[src/rtl/ucie_ctl_pkg.sv]
// rtl/ucie_ctl_pkg.sv - shared types and constants for the UCIe adapter RDI TX endpoint
package ucie_ctl_pkg;

    typedef enum logic [1:0] {
        IDLE   = 2'b00,
        ACTIVE = 2'b01,
        FLUSH  = 2'b11
    } adapter_tx_states_e;

    localparam int FLIT_CNT_W = 16;

endpackage

[src/rtl/ucie_ctl_sync_fifo.sv]
// rtl/ucie_ctl_sync_fifo.sv - single-clock FIFO with clear, head peek and occupancy count
//
// Ports:
//   i_clk, i_rst  clock, synchronous active-high reset
//   i_push/i_data write i_data when not full
//   i_pop         drop the head entry when not empty
//   i_clear       discard all entries (wins over push/pop)
//   o_full/o_empty occupancy flags; o_head is the oldest entry; o_count is the occupancy
module ucie_ctl_sync_fifo #(
    parameter int WIDTH = 8,
    parameter int DEPTH = 4
) (
    input  logic                       i_clk,
    input  logic                       i_rst,
    input  logic                       i_push,
    input  logic [WIDTH-1:0]           i_data,
    input  logic                       i_pop,
    input  logic                       i_clear,
    output logic                       o_full,
    output logic                       o_empty,
    output logic [WIDTH-1:0]           o_head,
    output logic [$clog2(DEPTH):0]     o_count
);

    localparam int AW = $clog2(DEPTH);

    logic [WIDTH-1:0] r_mem [DEPTH];
    logic [AW-1:0]    r_wr_ptr;
    logic [AW-1:0]    r_rd_ptr;
    logic [AW:0]      r_count;
    logic             w_push;
    logic             w_pop;

    assign o_full  = (r_count == (AW+1)'(DEPTH));
    assign o_empty = (r_count == '0);
    assign o_head  = r_mem[r_rd_ptr];
    assign o_count = r_count;
    assign w_push  = i_push && !o_full;
    assign w_pop   = i_pop && !o_empty;

    always_ff @(posedge i_clk) begin
        if (i_rst || i_clear) begin
            r_wr_ptr <= '0;
            r_rd_ptr <= '0;
            r_count  <= '0;
        end else begin
            if (w_push) begin
                r_wr_ptr <= r_wr_ptr + AW'(1);
            end
            if (w_pop) begin
                r_rd_ptr <= r_rd_ptr + AW'(1);
            end
            case ({w_push, w_pop})
                2'b10:   r_count <= r_count + (AW+1)'(1);
                2'b01:   r_count <= r_count - (AW+1)'(1);
                default: r_count <= r_count;
            endcase
        end
    end

    // Storage needs no reset: entries are only visible once counted.
    always_ff @(posedge i_clk) begin
        if (w_push && !i_clear) begin
            r_mem[r_wr_ptr] <= i_data;
        end
    end

endmodule

[src/rtl/ucie_ctl_adapter_rdi_tx.sv]
// rtl/ucie_ctl_adapter_rdi_tx.sv - adapter-side RDI data endpoint: TX flit buffer toward the PHY and registered RX path
//
// Ports:
//   i_clk, i_rst                      clock, synchronous active-high reset
//   i_enable                          link Active from the adapter LSM; 0 idles and flushes
//   i_tx_valid/i_tx_data/o_tx_ready   flits from the adapter core
//   o_rdi_lp_irdy/valid/data, i_rdi_pl_trdy   TX toward the PHY
//   i_rdi_pl_valid/i_rdi_pl_data      RX from the PHY
//   o_rx_valid/o_rx_data              RX toward the core, one cycle later, no back-pressure
//   o_tx_flush                        one-cycle pulse when queued flits are discarded
//   o_tx_flit_cnt/o_rx_flit_cnt       saturating flit counters, present only with
//                                     UCIE_CTL_ADAPTER_FLIT_CNT_EN defined
`ifndef NBYTES
`define NBYTES 8
`endif

module ucie_ctl_adapter_rdi_tx
    import ucie_ctl_pkg::*;
#(
    parameter int NBYTES     = `NBYTES,
    parameter int FIFO_DEPTH = 4
) (
    input  logic                  i_clk,
    input  logic                  i_rst,
    input  logic                  i_enable,
    input  logic                  i_tx_valid,
    input  logic [NBYTES*8-1:0]   i_tx_data,
    output logic                  o_tx_ready,
    output logic                  o_rdi_lp_irdy,
    output logic                  o_rdi_lp_valid,
    output logic [NBYTES*8-1:0]   o_rdi_lp_data,
    input  logic                  i_rdi_pl_trdy,
    input  logic                  i_rdi_pl_valid,
    input  logic [NBYTES*8-1:0]   i_rdi_pl_data,
    output logic                  o_rx_valid,
    output logic [NBYTES*8-1:0]   o_rx_data,
    output logic                  o_tx_flush
`ifdef UCIE_CTL_ADAPTER_FLIT_CNT_EN
   ,output logic [FLIT_CNT_W-1:0] o_tx_flit_cnt,
    output logic [FLIT_CNT_W-1:0] o_rx_flit_cnt
`endif
);

    localparam int W  = NBYTES * 8;
    localparam int AW = $clog2(FIFO_DEPTH);

    adapter_tx_states_e r_state;
    adapter_tx_states_e w_next;

    logic          w_full;
    logic          w_empty;
    logic [W-1:0]  w_head;
    logic [AW:0]   w_count;
    logic          w_push;
    logic          w_pop;
    logic          w_clear;
    logic          r_rx_valid;
    logic [W-1:0]  r_rx_data;

    always_ff @(posedge i_clk) begin
        if (i_rst) begin
            r_state <= IDLE;
        end else begin
            r_state <= w_next;
        end
    end

    always_comb begin
        w_next         = r_state;
        o_tx_ready     = 1'b0;
        o_rdi_lp_irdy  = 1'b0;
        o_rdi_lp_valid = 1'b0;
        o_rdi_lp_data  = '0;
        o_tx_flush     = 1'b0;
        w_clear        = 1'b0;
        case (r_state)
            IDLE: begin
                if (i_enable) begin
                    w_next = ACTIVE;
                end
            end
            ACTIVE: begin
                o_tx_ready     = !w_full;
                o_rdi_lp_irdy  = !w_empty;
                o_rdi_lp_valid = !w_empty;
                o_rdi_lp_data  = w_empty ? '0 : w_head;
                // Flush decision uses occupancy at the start of the cycle,
                // so a flit popped in the same cycle still triggers FLUSH.
                if (!i_enable) begin
                    w_next = (w_count != '0) ? FLUSH : IDLE;
                end
            end
            FLUSH: begin
                o_tx_flush = 1'b1;
                w_clear    = 1'b1;
                w_next     = IDLE;
            end
            default: begin
                w_next = IDLE;
            end
        endcase
    end

    assign w_push = i_tx_valid && o_tx_ready;
    assign w_pop  = o_rdi_lp_valid && i_rdi_pl_trdy;

    ucie_ctl_sync_fifo #(
        .WIDTH (W),
        .DEPTH (FIFO_DEPTH)
    ) u_tx_fifo (
        .i_clk   (i_clk),
        .i_rst   (i_rst),
        .i_push  (w_push),
        .i_data  (i_tx_data),
        .i_pop   (w_pop),
        .i_clear (w_clear),
        .o_full  (w_full),
        .o_empty (w_empty),
        .o_head  (w_head),
        .o_count (w_count)
    );

    always_ff @(posedge i_clk) begin
        if (i_rst) begin
            r_rx_valid <= 1'b0;
            r_rx_data  <= '0;
        end else begin
            r_rx_valid <= (r_state == ACTIVE) && i_rdi_pl_valid;
            r_rx_data  <= i_rdi_pl_valid ? i_rdi_pl_data : '0;
        end
    end

    assign o_rx_valid = r_rx_valid;
    assign o_rx_data  = r_rx_data;

`ifdef UCIE_CTL_ADAPTER_FLIT_CNT_EN
    logic [FLIT_CNT_W-1:0] r_tx_flit_cnt;
    logic [FLIT_CNT_W-1:0] r_rx_flit_cnt;

    // Counters survive FLUSH; only reset clears them.
    always_ff @(posedge i_clk) begin
        if (i_rst) begin
            r_tx_flit_cnt <= '0;
            r_rx_flit_cnt <= '0;
        end else begin
            if (w_pop && (r_tx_flit_cnt != '1)) begin
                r_tx_flit_cnt <= r_tx_flit_cnt + FLIT_CNT_W'(1);
            end
            if (r_rx_valid && (r_rx_flit_cnt != '1)) begin
                r_rx_flit_cnt <= r_rx_flit_cnt + FLIT_CNT_W'(1);
            end
        end
    end

    assign o_tx_flit_cnt = r_tx_flit_cnt;
    assign o_rx_flit_cnt = r_rx_flit_cnt;
`endif

endmodule

[config.mk]
export PLATFORM = sky130hd
export DESIGN_NAME = ucie_ctl_adapter_rdi_tx
export DESIGN_NICKNAME = d
export VERILOG_FILES = /design/src/rtl/ucie_ctl_pkg.sv /design/src/rtl/ucie_ctl_sync_fifo.sv /design/src/rtl/ucie_ctl_adapter_rdi_tx.sv
export SDC_FILE = /design/constraint.sdc
export NUM_CORES = 1
export LEC_CHECK = 0
export CORE_MARGIN = 4
export CORE_UTILIZATION = 35
export DETAILED_ROUTE_END_ITERATION = 8
export GPL_TIMING_DRIVEN = 0
export MAX_ROUTING_LAYER = met4
export PLACE_DENSITY = 0.67
export SYNTH_ARGS = -nofsm -noshare
export SYNTH_HDL_FRONTEND = slang
export SYNTH_HIERARCHICAL = 1
export SYNTH_SLANG_ARGS = --single-unit
export TNS_END_PERCENT = 1
[constraint.sdc]
create_clock -name i_clk -period 17.6 [get_ports i_clk]
set_input_delay 5.28 -clock i_clk [delete_from_list [all_inputs] [get_ports i_clk]]
set_output_delay 5.28 -clock i_clk [all_outputs]
set_load 0.02 [all_outputs]
==> impl_results.md <==
- Initial Util: 0.3577
- Critical Path AT: 2.63 ns
- Critical-path maximum fanout: 10
- Commonest non-fill, non-tap cells in the layout: clkdlybuf4s50_1, edfxtp_1, and2_1
- CTS clk-pin slew, worst paths: about 0.060 ns
- Root buf cell: clkbuf_16
- Initial DRC Count: 251
- Synth Area in Compound Gates: 0.004337
- Syn avg cell area: 19.80 um2
- Largest net degree at the start of global routing: 14
- Initial antenna violation count: 0
- Worst Tran Pin Value: 0.7486 ns
- FF-to-FF path depth: 9
- Slew Limit Headroom: 0.4987
- Post-synth top area share: 0.6345
- Setup TNS Final: 0 ns
- Max Cap Violations: 0
- Hold Crit Endpoint: r_state[0]
- Synth area leaders: edfxtp_1, dfxtp_1, mux4_2, and2_1, buf_12
- Xor/xnor share of the synthesized area: 0.002169
- CTS resizes: 0
- Simple-gate area share of the yosys netlist: 0.08128
- Async S/R FF share, synth: 0
- Post-CTS Hold Buffers: 0
- Min cycle time layout: 7.912 ns
- YS warnings: 6
- CP Cell Sequence: nor3_1, nor3b_2, clkbuf_1, and2_1, clkdlybuf4s50_1
- Hold Path Depth: 1
- Net count reported at finish: 1085
- Sequential share of the synthesized area: 0.7601
- Status: finished, final reports clean
- Setup Buffers After CTS: 0
- Cell count after placement: 1355
- Later-pin clock latency in the skew report: about 0.5 ns
- Cts bufs inserted: 36
- Crit-path slowest cell: clkdlybuf4s50_1
- Fin worst setup slack: around 9.7 ns
- FF-to-FF setup slack: 14.38 ns
- Synth cell types: 31
- Reg-to-Reg End: u_tx_fifo/r_mem[3][36]
- Multiplexer share of the synthesized area: 0.1202
- Worst Setup SP: u_tx_fifo/o_count[0]
- F_max: 0.1264 GHz
- Drt first pass iters: 4
- Routed vias/inst: 4.588
- Routability cong.: 0.7845
- Critical Path RT: 12.32 ns
- Critical R2R Launch: u_tx_fifo/o_count[0]
- Peak supply drop: between 60 and 70 uV
- Multi-input gate area: 0.002623 mm2
- Largest stage delay on the critical path: roughly 0.63 ns
- Startpoint Class: register
- CORE AREA: roughly 0.034 mm2
- Crit-path leading delay family: buffers and inverters
- Overflow after GRT: 0
- CTS tree: built
- Die width: 194.1 um
- DIE AREA: roughly 0.038 mm2
- Setup crit end kind: primary output
- Total GRT Usage: 0.1464
- Final Max Slew Viols: 0
- Synthesized net count: 752
- Adder-Cell Fraction of Synth Area: 0.006816
- Drt total wl: 27240 um
- Die Span Y: 194.1 um
- Seq cells post-synth: roughly 330
- Most common cell after layout, fill and taps aside: clkdlybuf4s50_1
- First-pass GRT wire length: about 41000 um
- Crit path buffers/inverters: 2
- Number of global-route vias before repair: 7031
- CTS H-tree depth: 2
- # port buffers: 266
- Top_reg_cell synth: edfxtp_1
- DR WL/cell: 19.22 um
- Post-DP HPWL: 19690 um
- Fillers: 2822
- Share of cells above drive strength 1: 0.1777
- Hold Path Origin: r_state[1]
- Area leader, netlist: edfxtp_1
- Row cnt: 67
- Area growth syn-to-layout: 38.56%
- Antenna Nets Post-Route: 0
- Reg area: 0.009209 mm2
- Vias: 6501
- DP Worst Slack: 9.299 ns
- Clock Skew: approximately 0.0094 ns
- Max clock buf depth: 3
- Pwr Density: 97.22 mW/mm2
- DRC errors left: 0
- Critical path type: register to primary output
- Num ports: between 200 and 300
- Hold slack: 0.5020 ns
- Post-synth EDFFs: 256
- # setup viols final: 0
- Hold Crit Class: register to register
- Synthesized area: 0.01212 mm2
- Hold Vio Cnt, Final: 0
- Largest family of logic cells by synthesized area: multiplexers
- RSZ-0062 raised after global routing: no
- Synth Instances: around 610
- Non-filler cells, final: 1417
- Clock sink total: ~330
- Leakage: 5.639 nW
- Final Cycle Share: 0.4495
-- synthesized netlist by cell type (4+ instances only) --
library cell / instances
a21oi_1: 5
and2_1: 130
buf_12: 6
buf_2: 8
buf_6: 5
clkbuf_2: 6
dfxtp_1: 76
edfxtp_1: 256
ha_1: 5
inv_1: 7
mux4_1: 4
mux4_2: 60
nor2_1: 7
nor3b_1: 5
o21ai_0: 4
-- final cells by class --
cell class | count | area share
Sequential cell | 332 | 0.5486
Clock buffer | 53 | 0.06149
Antenna cell | 1 | 0.0001491
Buffer | 30 | 0.01625
Tap cell | 448 | 0.03339
Inverter | 8 | 0.001863
Multi-Input combinational cell | 242 | 0.1562
Timing Repair Buffer | 295 | 0.1785
Clock inverter | 8 | 0.003578
-- layer usage --
layer	vias to the layer above	global-route usage	routed length, um
met5	-	-	0
li1	2999	-	-
met4	0	0.04427	686
met1	3202	0.1734	10770
met3	37	0.04553	2292
met2	263	0.2420	13490
-- flip-flops by register name, summed over array words and instances, names as in the netlist, named ones only --
signal	cells
u_tx_fifo/r_mem	256
o_rx_data	64
u_tx_fifo/o_count	3
u_tx_fifo/r_rd_ptr	2
u_tx_fifo/r_wr_ptr	2
r_state	2
o_rx_valid	1
-- through the flow --
step	power, mW	utilization	area, um2
after global routing	1.694	0.4956	16780
after detailed placement	0.9545	0.4634	15690
after CTS	1.656	0.4956	16780
after global placement	0.9528	0.4529	15340
final	1.632	0.4957	16790
after floorplan	0.8978	-	12120
-- where the power goes --
group / switching (mW) / internal [mW] / total [mW]
sequential: 0.00310 / 0.854 / 0.858
combinational: 0.0323 / 0.0471 / 0.0794
clock: 0.276 / 0.419 / 0.695
-- worst max-delay path by stage --
stage | endpoint | cells past startpoint | slack (ns)
2_1_floorplan | u_tx_fifo/r_mem[1][0] | 3 | 6.49
3_5_place_dp | u_tx_fifo/r_mem[3][37] | 8 | 9.30
3_3_place_gp | u_tx_fifo/r_mem[0][37] | 4 | 1.46
6_report | o_rdi_lp_data[1] | 5 | 9.69
5_1_grt | o_rdi_lp_data[1] | 5 | 9.42
4_1_cts | o_rdi_lp_data[52] | 5 | 9.58
-- cell families after synthesis --
kind of cell / count (synthesis)
compound gates: 10
simple gates: 159
mux: 64
buf+inv: 38
fa+ha+maj: 6
xor+xnor: 3
flops: 332
No activity file was read; power rests on OpenSTA's default activity.
